===== config.mk =====
export PLATFORM = sky130hd
export DESIGN_NAME = dreg_arb
export DESIGN_NICKNAME = d
export VERILOG_FILES = /design/src/rtl/dreg_arb.sv
export SDC_FILE = /design/constraint.sdc
export NUM_CORES = 1
export LEC_CHECK = 0
export CAP_MARGIN = 40
export CORE_MARGIN = 10
export CORE_UTILIZATION = 35
export CTS_CLUSTER_DIAMETER = 60
export DETAILED_ROUTE_END_ITERATION = 12
export PLACE_DENSITY = 0.66
export SYNTH_ARGS = -nofsm -noshare
export SYNTH_HDL_FRONTEND = slang
export SYNTH_SLANG_ARGS = --single-unit

===== constraint.sdc =====
create_clock -name c -period 2.2 [get_ports c]
set_clock_uncertainty 0.05 [all_clocks]
set_input_delay 0.66 -clock c [delete_from_list [all_inputs] [get_ports c]]
set_output_delay 0.66 -clock c [all_outputs]
set_load 0.01 [all_outputs]

===== src/rtl/dreg_arb.sv =====
// rtl/dreg_arb.sv - round-robin arbiter and write/readback sequencer for a shared NAND-latch D register
// Optional: define DREG_ARB_QN_CHECK_EN to also flag reg_qn != ~reg_q at readback.
module dreg_arb #(
    parameter int W      = 8,
    parameter int SETTLE = 2
) (
    input  logic           c,
    input  logic           r,
    input  logic [3:0]     req,
    input  logic [4*W-1:0] wd,
    output logic [3:0]     gnt,
    output logic           done,
    output logic           err,
    output logic [7:0]     err_cnt,
    output logic [W-1:0]   reg_d,
    output logic           reg_c,
    input  logic [W-1:0]   reg_q,
    input  logic [W-1:0]   reg_qn
);
    localparam logic [3:0] SETTLE_CNT = 4'(SETTLE);

    typedef enum logic [2:0] {
        S_IDLE,
        S_LOAD,
        S_STROBE,
        S_SETTLE,
        S_CHECK
    } state_t;

    state_t         state, state_nx;
    logic [3:0]     cnt, cnt_nx;
    logic [1:0]     ptr, ptr_nx;
    logic [1:0]     cur, cur_nx;
    logic [1:0]     win, idx;
    logic           any_req;
    logic           mismatch;
    logic [W-1:0]   wd_a [4];

    logic [3:0]     gnt_nx;
    logic           done_nx, err_nx, reg_c_nx;
    logic [7:0]     err_cnt_nx;
    logic [W-1:0]   reg_d_nx;

    always_comb begin
        for (int i = 0; i < 4; i++) begin
            wd_a[i] = wd[i*W +: W];
        end
    end

    // Scan downward so the candidate closest to ptr+1 overwrites the others.
    always_comb begin
        win     = ptr;
        idx     = ptr;
        any_req = |req;
        for (int k = 4; k >= 1; k--) begin
            idx = ptr + 2'(k);
            if (req[idx]) begin
                win = idx;
            end
        end
    end

`ifdef DREG_ARB_QN_CHECK_EN
    // A latch stuck metastable or with both outputs high breaks q/qn complementarity.
    assign mismatch = (reg_q != reg_d) || (reg_qn != ~reg_q);
`else
    logic unused_qn;
    assign unused_qn = ^reg_qn;
    assign mismatch  = (reg_q != reg_d);
`endif

    always_ff @(posedge c) begin
        if (r) begin
            state   <= S_IDLE;
            cnt     <= 4'd0;
            ptr     <= 2'd3;
            cur     <= 2'd0;
            gnt     <= 4'd0;
            done    <= 1'b0;
            err     <= 1'b0;
            err_cnt <= 8'd0;
            reg_d   <= '0;
            reg_c   <= 1'b0;
        end else begin
            state   <= state_nx;
            cnt     <= cnt_nx;
            ptr     <= ptr_nx;
            cur     <= cur_nx;
            gnt     <= gnt_nx;
            done    <= done_nx;
            err     <= err_nx;
            err_cnt <= err_cnt_nx;
            reg_d   <= reg_d_nx;
            reg_c   <= reg_c_nx;
        end
    end

    always_comb begin
        state_nx = state;
        cnt_nx   = cnt;
        case (state)
            S_IDLE:   if (any_req) state_nx = S_LOAD;
            S_LOAD:   state_nx = S_STROBE;
            S_STROBE: begin
                state_nx = S_SETTLE;
                cnt_nx   = SETTLE_CNT;
            end
            S_SETTLE: begin
                if (cnt <= 4'd1) begin
                    state_nx = S_CHECK;
                end else begin
                    cnt_nx = cnt - 4'd1;
                end
            end
            S_CHECK:  state_nx = S_IDLE;
            default:  state_nx = S_IDLE;
        endcase
    end

    // Outputs are registered, so each value is computed for the state being entered.
    always_comb begin
        gnt_nx     = gnt;
        reg_d_nx   = reg_d;
        cur_nx     = cur;
        ptr_nx     = ptr;
        reg_c_nx   = 1'b0;
        done_nx    = 1'b0;
        err_nx     = 1'b0;
        err_cnt_nx = err_cnt;
        case (state)
            S_IDLE: begin
                if (any_req) begin
                    gnt_nx   = 4'b0001 << win;
                    reg_d_nx = wd_a[win];
                    cur_nx   = win;
                end
            end
            S_LOAD: reg_c_nx = 1'b1;
            S_SETTLE: begin
                if (cnt <= 4'd1) begin
                    done_nx = 1'b1;
                    err_nx  = mismatch;
                    if (mismatch && (err_cnt != 8'hFF)) begin
                        err_cnt_nx = err_cnt + 8'd1;
                    end
                end
            end
            S_CHECK: begin
                gnt_nx = 4'd0;
                ptr_nx = cur;
            end
            default: ;
        endcase
    end
endmodule


=== Yosys cells after proc, flatten, opt, wreduce, memory -nomap -nowiden ===
Cells that the tools add are included.
W data, S select, Z words.

* Flip-flop bits (word level): 34
* Latch bits: 0
* Bits in writable memories: 0
* Bits in read-only memories: 0
* Output and inout port bits: 23
* Word-level logic and storage cells: 66
* Memories kept: 0

* Add/sub/neg operators: 5
* Multiply operators: 0
* Divide/modulo/power cells: 0
* $lt $le $gt $ge: 5
* Equality and inequality tests: 9
* Shift operators: 1
* Muxes and demuxes: 21
* Bitwise logic cells: 3
* Reduce and logical (&&, ||, !) cells: 12

{| class="wikitable"
|+ Operators by type and width
! operator !! count
|-
| $bmux W8 S2 || 1
|-
| $mux W8 || 2
|-
| $pmux W4 S2 || 2
|-
| $pmux W3 S4 || 1
|-
| $lt A2 B3 Y1 const B || 3
|-
| $add A8 B1 Y8 const B || 1
|-
| $mux W4 || 2
|-
| $ne A8 B8 Y1 || 1
|-
| $ne A8 B8 Y1 const B || 1
|-
| $reduce_and A2 Y1 || 4
|-
| $bmux W1 S2 || 3
|-
| $eq A3 B2 Y1 const B || 2
|-
| $mux W2 || 3
|-
| $mux W3 || 2
|-
| $ne A2 B2 Y1 const B || 3
|-
| $mux W1 || 5
|-
| $add A2 B2 Y2 const B || 2
|-
| $le A4 B1 Y1 const B || 1
|-
| $reduce_bool A2 Y1 || 2
|-
| $reduce_or A4 Y1 || 1
|-
| $shl A1 B2 Y4 const A || 1
|-
| $sub A4 B1 Y4 const B || 1
|-
| $eq A3 B1 Y1 const B || 1
|-
| $eq A3 B3 Y1 const B || 1
|-
| other kinds (9) || 10
|}

=== Longest topological paths before layout ===
* Depth after elaboration: 10
* Depth in mapped cells: 8
* Depth with buffers taken out: 7

=== Worst setup path before layout ===
Ideal clock, no wire load.

* Path kind: in2reg
* Start: in req[0]
* End: reg reg_d[0]
* Library setup time: 127 ps
* Arrival time: 1,698 ps
* Required time: 2,023 ps
* Slack: 325 ps
* Stages: 8
* Cell sequence: nand2b_1 > a21o_1 > buf_4 > and3_4 > buf_6 > buf_12 > a21oi_2 > a211oi_2

* Word-level cells in the longest chain between the ends: 9
* Elaborated cells between the ends (all ways): 15
* Classes of those cells: 12 x mux; 1 x bitwise; 2 x reduce/logical

{| class="wikitable"
|+ RTL lines
! item !! RTL line !! RTL
|-
| from (decl) || 9 || <nowiki>input logic [3:0] req,</nowiki>
|-
| $bmux W1 S2 || 57 || <nowiki>if (req[idx]) begin</nowiki>
|-
| $mux W1 (implied by the code) || 57 ||
|-
| $mux W2 (3 in series) || 57 ||
|-
| $not A2 Y3 (implied by the code) || 134 || <nowiki>reg_d_nx = wd_a[win];</nowiki>
|-
| $bmux W8 S2 || 134 ||
|-
| $mux W8 (implied by the code) (2 in series) || 134 ||
|-
| to (signal assigned) || 93 || <nowiki>reg_d <= reg_d_nx;</nowiki>
|-
| to (decl) || 15 || <nowiki>output logic [W-1:0] reg_d,</nowiki>
|}

Several ways; a longest one is shown, not always the timed one. The select of a mux whose other input is x is not followed.
A chain may end at the register's enable or synchronous reset.

=== Final worst setup path ===
* Start: in req[0]
* End: reg reg_d[6]

Same word-level chain as after synthesis.

==> results.json <==
{
  "status": "finished, final reports clean",
  "coreArea_sq_um": 5510,
  "dr_wl_met2_mm": 2.59,
  "cp-start-kind": "input port",
  "netlist.area_leader.share": 0.343,
  "yosys.area_share.simple": 0.219,
  "path_class": "input port to flop",
  "dp.cells": 375,
  "track_usage": 0.124,
  "netlist_instances": 227,
  "synth-edff-count": 0,
  "grt_pass1_wl_mm": 9.23,
  "required_ps": 2310,
  "synthArstFlopShare": 0,
  "first_pass_iters": 4,
  "p_sw_frac": 0.291,
  "ys_ff_latch": 34,
  "p_leak_nw": 1.11,
  "diodes": 0,
  "nets": 367,
  "syn_area_per_cell_sq_um": 8.75,
  "htree_num_levels": 2,
  "overflow": 0,
  "ys_types": 47,
  "maxCapViolCount": 0,
  "ir_worst_vdd_uv": 226,
  "final_util": 0.542,
  "setup_viol": 0,
  "power_frac_comb": 0.313,
  "hold_viol": 0,
  "cts_buffer_depth": 2,
  "grt_max_degree": 37,
  "hold_buffers": 0,
  "end_kind": "flop",
  "clk_latency_ps": 280,
  "power_density_nw_per_um2": 569,
  "synthTopCellsByArea": "dfxtp_1 (34%), a211oi_2 (5.0%), xnor2_1 (3.5%), a31oi_1 (3.5%), a211oi_1 (3.4%)",
  "antenna_left": 0,
  "path_clk_slew_ps": 60,
  "io_pins": 77,
  "tightest_slew_ps": 367,
  "syn_nets": 284,
  "cp_max_fo": 9,
  "synthMuxAreaShare": 0.0113,
  "slew_headroom": 0.755,
  "ys_warn_count": 0,
  "drv_slew": 0,
  "fp-row-count": 27,
  "via_per_inst": 5.09,
  "layout-drive-gt1-share": 0.172,
  "switchingPower_mw": 0.493,
  "top_layer": "met4",
  "io_buffers": 68,
  "stdcell_area_sq_um": 2980,
  "synth_top_family_by_area": "compound AO/OA/AOI/OAI gates",
  "drc": 0,
  "die_w_um": 95.3,
  "cts_buffers": 5,
  "post-route-min-period_ps": 2130,
  "worstHoldPathType": "flop to flop",
  "drtIter0Drc": 59,
  "cp_top_family": "compound AO/OA/AOI/OAI gates",
  "synthAdderAreaFrac": 0.0189,
  "cp.arrival_ps": 2240,
  "p_int_mw": 1.20,
  "place_congestion": 0.796,
  "clock-root-buffer": "clkbuf_8",
  "via_count": 1938,
  "synth_compound_area_frac": 0.297,
  "finalCritPeriodShare": 0.969,
  "place_hpwl_mm": 4.40,
  "seq_power_share": 0.419,
  "wl_met1_mm": 2.47,
  "die_y_um": 95.3,
  "fmax_ghz": 0.469,
  "grt_pass1_vias": 1997,
  "dieArea_sq_um": 9090,
  "cp_cell_sequence": "clkdlybuf4s50_1 > nor4_1 > buf_4 > nor4_4 > a21bo_4 > a211oi_1 > a211oi_2",
  "start_util": 0.361,
  "crit_buf_inv": 2,
  "fin_setup_tns_ps": 0,
  "area_growth_pct": 50.2,
  "postCtsSetupRepairBufs": 0,
  "wl_met3_um": 482,
  "clkPwrFrac": 0.268,
  "timing.hold.ws_ps": 421,
  "max_stage_delay_ps": 480,
  "synth_top_area_cell": "dfxtp_1",
  "final_cells": 381,
  "syn_area_sq_um": 1990,
  "slowest_stage": "clkdlybuf4s50_1",
  "cts.sinks": 34,
  "wl_per_cell_um": 14.8,
  "wirelength_mm": 5.63,
  "synth_xor_xnor_area_share": 0.0353,
  "antenna_found_initial": 0,
  "cts_resized": 1,
  "yosys_most_used_dff": "dfxtp_1",
  "cts_tree": "yes",
  "seq_area_frac_synth": 0.343,
  "dpl-instance-area_sq_um": 2870
}
[flip-flops by register name, summed over array words and instances (netlist names)]
register and cells:
cnt 4, gnt 4, state 3, reg_c 1, reg_d 8, err_cnt 8, err 1, cur 2
ptr 2, done 1
[metrics by stage]
stage                     total power [mW]  worst slack (ps)
after global placement                1.24              -290
after global routing                  1.80             -5.55
final                                 1.70              69.2
after floorplan                      0.993               325
after detailed placement              1.25              -350
after CTS                             1.71              9.71
[cell usage in the layout (no fill, tap or decap), types with 3 or more instances in the layout]
| master | netlist | routed |
|---|---|---|
| a211oi_1 | 9 | 7 |
| a211oi_2 | 8 | 10 |
| a21oi_1 | 12 | 12 |
| a21oi_2 | 7 | 7 |
| a2bb2oi_1 | 5 | 5 |
| a31oi_1 | 11 | 11 |
| and3_1 | 3 | 3 |
| buf_12 | 1 | 4 |
| buf_4 | 1 | 17 |
| clkbuf_8 | 0 | 6 |
| clkdlybuf4s50_1 | 0 | 68 |
| dfxtp_1 | 34 | 34 |
| ha_1 | 3 | 3 |
| inv_1 | 14 | 14 |
| nand2_1 | 14 | 14 |
| nand2b_1 | 5 | 5 |
| nand3_1 | 5 | 5 |
| nor2_1 | 16 | 16 |
| nor2b_1 | 4 | 4 |
| nor3_1 | 5 | 5 |
| nor4_1 | 3 | 3 |
| o21ai_1 | 4 | 4 |
| o21bai_1 | 8 | 8 |
| o31ai_1 | 4 | 4 |
| or3_1 | 4 | 4 |
| or4_1 | 4 | 4 |
| xnor2_1 | 8 | 8 |
[cell families after synthesis]
logic type / count (synthesis)
simple gates: 74
buf+inv: 28
flops: 34
compound gates: 78
mux: 2
fa+ha+maj: 3
xor+xnor: 8
[layer usage]
| metal | vias to the layer above | global-route usage |
|---|---|---|
| li1 | 992 | - |
| met1 | 886 | 0.146 |
| met2 | 51 | 0.202 |
| met3 | 9 | 0.0511 |
| met4 | 0 | 0.0349 |
| met5 | - | 0 |
[worst paths after layout]
kind | from | endpoint | slack, ps | cells after the start
max | req[0] | reg_d[6] | 70 | 7
min | cur[1] | cur[1] | 420 | 2
max reg2reg | cnt[0] | err_cnt[6] | 270 | 7
min reg2reg | cur[1] | cur[1] | 420 | 2
[tightest hold or removal path, cell delays in order, from the launching register on]
cell	delay, ps
dfxtp_1	310
nand2b_1	60
a21oi_1	50
[power groups by stage]
stage | sequential, mW | clock (mW) | combinational (mW)
2_1_floorplan | 0.728 | 0 | 0.265
3_3_place_gp | 0.721 | 0 | 0.518
3_5_place_dp | 0.723 | 0 | 0.523
4_1_cts | 0.711 | 0.476 | 0.527
5_1_grt | 0.717 | 0.498 | 0.583
6_report | 0.711 | 0.455 | 0.530
[cells in the mapped netlist (5+ instances only)]
master and n:
a21oi_1 12, nand2b_1 5, a31oi_1 11, a2bb2oi_1 5, inv_1 14, nand3_1 5, a21oi_2 7, nor3_1 5
dfxtp_1 34, nor2_1 16, nand2_1 14, a211oi_1 9, xnor2_1 8, a211oi_2 8, o21bai_1 8, clkbuf_1 5
[area by class of cell]
class,instances,area (sq um)
sequential,34,681
multi-input combinational,165,1180
fill,509,2520
tap,72,90.1
timing repair buffer,89,888
clock buffer,6,82.6
inverter,15,56.3
No activity file was read; power rests on OpenSTA's default activity.
